--- config.mk ---
export PLATFORM = sky130hd
export DESIGN_NAME = xub_nibble_packer
export DESIGN_NICKNAME = d
export VERILOG_FILES = /design/src/rtl/xub_nibble_packer.sv
export SDC_FILE = /design/constraint.sdc
export NUM_CORES = 1
export LEC_CHECK = 0
export ABC_AREA = 0
export CAP_MARGIN = 5
export CORE_UTILIZATION = 60
export CTS_BUF_LIST = sky130_fd_sc_hd__clkbuf_8
export CTS_CLUSTER_DIAMETER = 80
export DETAILED_ROUTE_END_ITERATION = 6
export GPL_TIMING_DRIVEN = 0
export PLACE_DENSITY = 0.88
export SLEW_MARGIN = 20
export SYNTH_ARGS = -nofsm -noshare
export SYNTH_HDL_FRONTEND = slang
export SYNTH_SLANG_ARGS = --single-unit
--- constraint.sdc ---
create_clock -name clk -period 5.9 [get_ports clk]
set_clock_uncertainty 0.15 [all_clocks]
set_input_delay 1.475 -clock clk [delete_from_list [all_inputs] [get_ports clk]]
set_output_delay 1.475 -clock clk [all_outputs]
set_load 0.05 [all_outputs]
--- src/rtl/xub_nibble_packer.sv ---
// xub_nibble_packer: packs 4-bit beats into ROWS*12-bit words behind valid/ready links.
// Optional X check on incoming beats enabled by defining XUB_PACKER_XCHK_EN.
module xub_nibble_packer #(
  parameter int ROWS = 4,
  parameter int CNT_W = 64
) (
  input  logic                          clk,
  input  logic                          rst_n,
  input  logic                          flush,
  input  logic                          in_valid,
  output logic                          in_ready,
  input  logic [3:0]                    in_nib,
  output logic                          out_valid,
  input  logic                          out_ready,
  output logic [ROWS-1:0][2:2][2:4][4:1] out_word,
  output logic [CNT_W-1:0]              word_cnt,
  output logic                          x_err
);
  localparam int BEATS = ROWS * 3;
  localparam int W = ROWS * 12;
  localparam int BW = $clog2(BEATS);
  localparam logic [BW-1:0] LAST = BW'(BEATS - 1);
  typedef enum logic {FILL, STALL} state_t;
  state_t state;
  logic [BW-1:0] beat_idx;
  logic [W-1:0] asm_q, asm_nx;
  logic fire, bad, take, free;
  assign fire = in_valid && in_ready;
  assign take = fire && !bad && !flush;
  assign free = !out_valid || out_ready;
  always_comb begin
    asm_nx = asm_q;
    asm_nx[4*beat_idx +: 4] = in_nib;
  end
  always_ff @(posedge clk or negedge rst_n)
    if (!rst_n) begin
      state <= FILL;
      beat_idx <= '0;
      asm_q <= '0;
      in_ready <= 1'b1;
      out_valid <= 1'b0;
      out_word <= '0;
      word_cnt <= '0;
    end else begin
      if (out_valid && out_ready) word_cnt <= word_cnt + CNT_W'(1);
      if (out_ready) out_valid <= 1'b0;
      // flush drops the partial word and any word parked in STALL
      if (flush) begin
        state <= FILL;
        in_ready <= 1'b1;
        beat_idx <= '0;
      end else if (state == STALL) begin
        if (out_ready) begin
          out_word <= asm_q;
          out_valid <= 1'b1;
          beat_idx <= '0;
          state <= FILL;
          in_ready <= 1'b1;
        end
      end else if (take) begin
        asm_q <= asm_nx;
        if (beat_idx != LAST) beat_idx <= beat_idx + BW'(1);
        else if (free) begin
          out_word <= asm_nx;
          out_valid <= 1'b1;
          beat_idx <= '0;
        end else begin
          state <= STALL;
          in_ready <= 1'b0;
        end
      end
    end
`ifdef XUB_PACKER_XCHK_EN
  assign bad = $isunknown(in_nib);
  always_ff @(posedge clk or negedge rst_n)
    if (!rst_n) x_err <= 1'b0;
    else if (fire && bad) x_err <= 1'b1;
`else
  assign bad = 1'b0;
  assign x_err = 1'b0;
`endif
endmodule

==> impl_results.md, run 1 <==
* Fin. Hold Viols at 0
* CP max stage delay at 520 ps
* Max cap viols at 0
* Lkg Pwr at 0.00456 uW
* CP Capture Type: flop
* Die Ht at 116 um
* Commonest cells after routing, fill and taps aside: dfrtp_1, clkdlybuf4s50_1, nor2_1
* Number of synthesized flops with an enable pin at 0
* Post-CTS Setup Bufs at 0
* Max Root-Sink Buffers at 2
* Fill count at 846
* P&R area growth vs syn at 24.5%
* Post-DP HPWL at 13.4 mm
* Synth area leader: dfrtp_1
* Starting Density at 61.4%
* CTS-repair resized insts at 0
* I/O Pins at 124
* HP Class: flop to flop
* Fmax at 280 MHz
* # setup viols final at 0
* Root buffer cell: clkbuf_8
* Largest net degree at the start of global routing at 94
* Synth Area in Simple Gates at 17.4%
* Cell variety after synth at 44
* CTS buffer count at 17
* Layout cell share with drive strength beyond 1 at 11.5%
* Post-Synth Adder-Cell Area at 1.13%
* CP most frequent cell: nand2_1
* Finished Layout Cells at 1031
* Core Region at 0.0126 sq mm
* First-pass GRT wire length at 30.6 mm
* CP arrival at 3780 ps
* Total GRT Usage at 30.1%
* Die Wd at 116 um
* Vias per cell at 5.85
* Share of the yosys chip area belonging to registers at 54.0%
* Crit path max-delay family: simple AND/OR/NAND/NOR gates
* Max-slew headroom at 46.1%
* Initial antenna violation count at 0
* DRT iter0 DRCs at 468
* Leading cell type in the layout, fill and taps excluded: dfrtp_1
* CP Max Fanout at 4
* Syn nets at 721
* XOR/XNOR Fraction of Synth Area at 7.35%
* Drt total wl at 18.9 mm
* Remaining antenna violation count at 0
* Post-synthesis mux area share at 13.5%
* RSZ-0062 raised after global routing: no
* Final Max Slew Viols at 0
* Pwr/cell area at 233 mW/mm^2
* Die ar. at 0.0134 sq mm
* DP Cell Count at 999
* Mean area per synthesized cell at 11.0 sq um
* Port Buf Inserts at 121
* CP Class: primary input to flop
* CTS sink cnt at 167
* GPL Wtd Cong at 0.955
* Clk slew on worst S/H paths at 80 ps
* Number of diodes at 0
* CTS H-tree depth at 4
* Vias at 6036
* Synth top area cells: dfrtp_1, mux2_2, mux2i_1
* WHS at 349 ps
* Final period utilization at 60.6%
* #FFs+latches synth at 167
* CP max stage cell: clkdlybuf4s50_1
* GR Overflow Total at 0
* Req. time, crit path at 6110 ps
* Nets at 862
* Startpoint Class: primary input
* Status: finished, final reports clean
* Setup_tns at 0 ps
* Worst Tran Pin Value at 802 ps
* Ys Warns at 0
* Post-DP Area at 0.00920 sq mm
* Worst path buffer plus inverter count at 1
* Top FF cell, synth: dfrtp_1
* DRC Markers at 0
* First drt pass iteration count at 5
* Share of the synthesized area in the top cell type at 53.6%
* # hold bufs at CTS at 0
* Maximum vdd drop at 0.000180 V
* Row count at 41
* Cell count after synthesis at 705
* Design area at 0.00965 sq mm
* Clock Latency Late Sink at 470 ps
* Worst-path cell chain: clkdlybuf4s50_1 > nor4bb_1 > nand2_1 > a21oi_1 > nand2_1 > mux2_2
* Vias in the first global route at 6067
* Largest family of logic cells by synthesized area: simple AND/OR/NAND/NOR gates
* WL per Instance at 18.3 um
* Synth Cell Area at 0.00774 sq mm
* Post-synthesis compound-gate area fraction at 4.41%
* CTS tree: built
* Post-synth ARST share at 100%
* Final Critical Period at 3580 ps
==> flip-flops by register name, summed over array words and instances, names as in the netlist <==
register and flops:
state 1, word_cnt 64, asm_q 48, beat_idx 4
out_word 48, in_ready 1, out_valid 1
==> worst reg2reg max path, cell delays in order, from the launching register on <==
cell and delay [ps]:
dfrtp_1 520, clkbuf_1 360, nor3_1 100, ha_1 370, inv_1 90, nor3_1 540
and3_1 250, buf_1 280, mux2i_1 270, a21oi_1 90
==> synthesized netlist by cell type (all sizes together), types with 2 or more instances <==
master,n
and4bb,4
nor2,78
inv,20
nand4,18
clkbuf,13
buf,9
ha,7
or4,3
and2,4
nand2,49
mux2,49
xor2,33
and3b,5
o21ai,4
a21oi,54
nor3,32
and3,10
mux2i,49
or3,4
nor4,13
and4,5
xnor2,32
nor3b,5
nor2b,2
nand3b,2
dfrtp,166
nand3,22
==> path summary, 6_finish.rpt <==
check,depth (start not counted),start,end,slack (ps)
min in group asynchronous,1,rst_n,out_word[47],820
max,6,in_valid,asm_q[22],2320
min,1,word_cnt[55],word_cnt[55],350
min reg2reg,1,word_cnt[55],word_cnt[55],350
max reg2reg,9,beat_idx[0],out_word[19],2780
max in group asynchronous,2,rst_n,in_ready,3910
==> metrics by stage <==
step | setup slack (ps) | power, uW | utilization, %
after floorplan | 2730 | 1300 | -
after global placement | -3080 | 1360 | 72.7
after detailed placement | 1930 | 1370 | 72.9
after CTS | 2370 | 2250 | 76.4
after global routing | 2170 | 2320 | 76.4
final | 2320 | 2250 | 76.4
==> final cells by class <==
type	count	area (sq um)	share of cell area (%)
buffer	22	95.1	0.986
clock buffer	21	289	3.00
multi-input combinational	496	3390	35.2
tap	172	215	2.23
inverter	20	75.1	0.778
sequential	167	4180	43.3
timing repair buffer	122	1240	12.9
clock inverter	11	153	1.58
==> kinds of logic (layout without fill, tap and decap cells) <==
| kind of cell | after synthesis | after routing |
|---|---|---|
| simple gates | 260 | 260 |
| flops | 167 | 167 |
| mux | 98 | 98 |
| compound gates | 65 | 65 |
| xor+xnor | 65 | 65 |
| buf+inv | 42 | 196 |
| fa+ha+maj | 7 | 7 |
| other cells | 1 | 1 |
==> power breakdown <==
group,internal [uW],switching (uW)
registers,1160,14.0
clock network,500,400
logic,60.9,115
total,1720,529
==> routing by layer <==
metal	global-route usage, %	share of wire (%)	up-vias	wire length [um]
met2	48.6	50	216	9380
met1	39.9	43	3041	8060
li1	-	-	2737	-
met4	12.3	2.4	0	452
met3	6.43	5.3	42	1000
met5	0	0	-	0
No activity file was read; power rests on OpenSTA's default activity.
==> run 2: changes to the inputs <==
--- a/config.mk
+++ b/config.mk
@@ -7,12 +7,12 @@
 export LEC_CHECK = 0
 export ABC_AREA = 0
 export CAP_MARGIN = 5
-export CORE_UTILIZATION = 60
+export CORE_UTILIZATION = 50
 export CTS_BUF_LIST = sky130_fd_sc_hd__clkbuf_8
 export CTS_CLUSTER_DIAMETER = 80
 export DETAILED_ROUTE_END_ITERATION = 6
 export GPL_TIMING_DRIVEN = 0
-export PLACE_DENSITY = 0.88
+export PLACE_DENSITY = 0.78
 export SLEW_MARGIN = 20
 export SYNTH_ARGS = -nofsm -noshare
 export SYNTH_HDL_FRONTEND = slang
==> constraint.sdc (replaced) <==
create_clock -name clk -period 3.2 [get_ports clk]
set_clock_uncertainty 0.15 [all_clocks]
set_input_delay 0.8 -clock clk [delete_from_list [all_inputs] [get_ports clk]]
set_output_delay 0.8 -clock clk [all_outputs]
set_load 0.05 [all_outputs]
==> run 2 against run 1 <==
Critical path depth rose by 3. Clock power rose by 75%. Critical path type is now flop to flop. Global-route usage fell by 7.0 points. Combinational power rose by 81%. Sequential power rose by 84%. Final cell count rose by 1.6%. Count of clock-buffer cells in the layout fell by 2.
==> impl_results.md, run 2 (same netlist as run 1, synthesis figures left out) <==
* Startpoint Class: flop
* Largest Register: word_cnt
* GPL Wtd Cong at 0.854 (-11%)
* # hold bufs at CTS at 0 (unchanged)
* Final period utilization at 92.8%
* Max reg flops at 64 (unchanged)
* Final Critical Period at 2970 ps
* DP Cell Count at 1015 (+1.6%)
* HP Class: primary input to asynchronous set/reset pin
* CP arrival at 3140 ps (-640 ps)
* Initial antenna violation count at 0 (unchanged)
* CP max stage delay at 530 ps (about the same)
* DRC Markers at 0 (unchanged)
* CTS H-tree depth at 4 (unchanged)
* Req. time, crit path at 3370 ps (-2740 ps)
* Status: finished, final reports clean
* CP Capture Point: out_word[18]
* Post-DP Area at 0.00922 sq mm (+0.22%)
* Total GRT Usage at 23.1% (-7.0 points)
* Finished Layout Cells at 1047 (+1.6%)
* Clock Latency Late Sink at 450 ps (-20 ps)
* Vias at 5755 (-4.7%)
* Starting Density at 51.1% (-10 points)
* Max Root-Sink Buffers at 2 (unchanged)
* Remaining antenna violation count at 0 (unchanged)
* Maximum vdd drop at 0.000239 V (+33%)
* WL per Instance at 16.5 um (-9.9%)
* Max cap viols at 0 (unchanged)
* Post-DP HPWL at 12.5 mm (-7.1%)
* Largest net degree at the start of global routing at 99 (+5.3%)
* Lkg Pwr at 0.00453 uW (-0.70%)
* Die ar. at 0.0160 sq mm (+20%)
* DRT iter0 DRCs at 375 (-20%)
* CP Max Fanout at 10 (+6)
* Vias per cell at 5.50 (-6.1%)
* Drt total wl at 17.3 mm (-8.5%)
* Core Region at 0.0151 sq mm (+20%)
* CTS sink cnt at 167 (unchanged)
* I/O Pins at 124 (unchanged)
* Int Pwr at 3060 uW (+78%)
* R2R cell count at 9 (unchanged)
* Fmax at 337 MHz
* Max-slew headroom at 46.3% (+0.21 points)
* Nets at 862 (unchanged)
* Design area at 0.00965 sq mm (about the same)
* Vias in the first global route at 5624 (-7.3%)
* Final Power at 4060 uW (+80%)
* Layout cell share with drive strength beyond 1 at 11.5% (unchanged)
* Pwr/cell area at 420 mW/mm^2 (+80%)
* First-pass GRT wire length at 28.9 mm (-5.5%)
* Worst-path cell chain: clkbuf_1 > nor3_1 > ha_1 > inv_1 > nor3_2 > and3_1 > buf_1 > mux2i_1 > a21oi_1
* Net Sw Frac at 24.5% (+1.0 points)
* Final core occ at 63.7% (-13 points)
* Number of diodes at 0 (unchanged)
* R2r setup slk at 230 ps (-2550 ps)
* CP Class: flop to flop
* Commonest cells after routing, fill and taps aside: dfrtp_1, clkdlybuf4s50_1, nor2_1
* Largest regs: word_cnt: 64 flops, asm_q: 48 flops, out_word: 48 flops
* Setup crit start: beat_idx[0]
* Worst Tran Pin Value at 799 ps (-3.11 ps)
* Final Max Slew Viols at 0 (unchanged)
* Leading cell type in the layout, fill and taps excluded: dfrtp_1
* First drt pass iteration count at 4 (-1)
* CP max stage cell: dfrtp_1
* Clk slew on worst S/H paths at 90 ps (about the same)
* Fin. Hold Viols at 0 (unchanged)
* CTS buffer count at 17 (unchanged)
* GR Overflow Total at 0 (unchanged)
* Row count at 45 (+9.8%)
* Combinational Power Share at 7.8% (about the same)
* Worst r2r src: beat_idx[0]
* Clock power share at 38.7% (-1.2 points)
* Die Wd at 126 um (+9.4%)
* Crit Reg-Reg Endpoint: out_word[18]
* CP Capture Type: flop
* Port Buf Inserts at 121 (unchanged)
* Setup_tns at 0 ps (unchanged)
* Die Ht at 126 um (+9.4%)
* Part of the power in registers at 53.4% (+1.2 points)
* # setup viols final at 0 (unchanged)
* P&R area growth vs syn at 24.6% (about the same)
* Psw at 993 uW (+88%)
* CTS tree: built
* Root buffer cell: clkbuf_8
* RSZ-0062 raised after global routing: no
## run 2: layout make-up
type,instances,area [sq um]
clock buffers,19,262
repair buffers,122,1240
plain buffers,22,95.1
fillers,1206,5500
flip-flops and latches,167,4180
inverters,20,75.1
clock inverters,13,156
multi-input cells,496,3400
well taps,188,235
## run 2: timing repair
item                       4_1_cts  5_1_grt
resized for setup                0        1
setup endpoints to repair        0        4
setup buffers                    0        0
hold endpoints to repair         0        0
## run 2: per-layer routing
metal | vias to the layer above | routed length [um] | global-route usage, % | share of wire [%]
met2 | 106 | 8220 | 35.9 | 48
met5 | - | 0 | 0 | 0
met3 | 17 | 559 | 3.96 | 3.2
met4 | 0 | 218 | 7.37 | 1.3
li1 | 2748 | - | - | -
met1 | 2884 | 8300 | 33.1 | 48
## run 2: worst min-delay path by stage
stage | slack, ps | cells after the start | to
finish | 120 | 1 | word_cnt[21]
CTS | 130 | 1 | word_cnt[21]
detailed placement | 320 | 1 | word_cnt[63]
global placement | 310 | 1 | word_cnt[63]
floorplan | 330 | 1 | asm_q[32]
global route | 150 | 1 | word_cnt[21]
## run 2: metrics by stage
| stage | hold slack (ps) | worst slack [ps] |
|---|---|---|
| final | 124 | 230 |
| after global routing | 149 | 59.3 |
| after CTS | 125 | 113 |
| after detailed placement | 319 | -128 |
| after global placement | 314 | -5610 |
| after floorplan | 329 | 702 |
## run 2: power by group through the flow
stage                     clock (uW)  combinational (uW)  sequential (uW)
final                           1570                 318             2170
after global routing            1700                 351             2170
after CTS                       1620                 318             2170
after detailed placement           0                 317             2210
after global placement             0                 307             2210
after floorplan                    0                 176             2230
## run 2: worst max-delay path, delay by kind of cell (launching register included)
family / cells / cell delay (ps)
fa+ha+maj: 1 / 360
mux: 1 / 270
compound gates: 1 / 100
flops: 1 / 530
simple gates: 3 / 710
buf+inv: 3 / 730
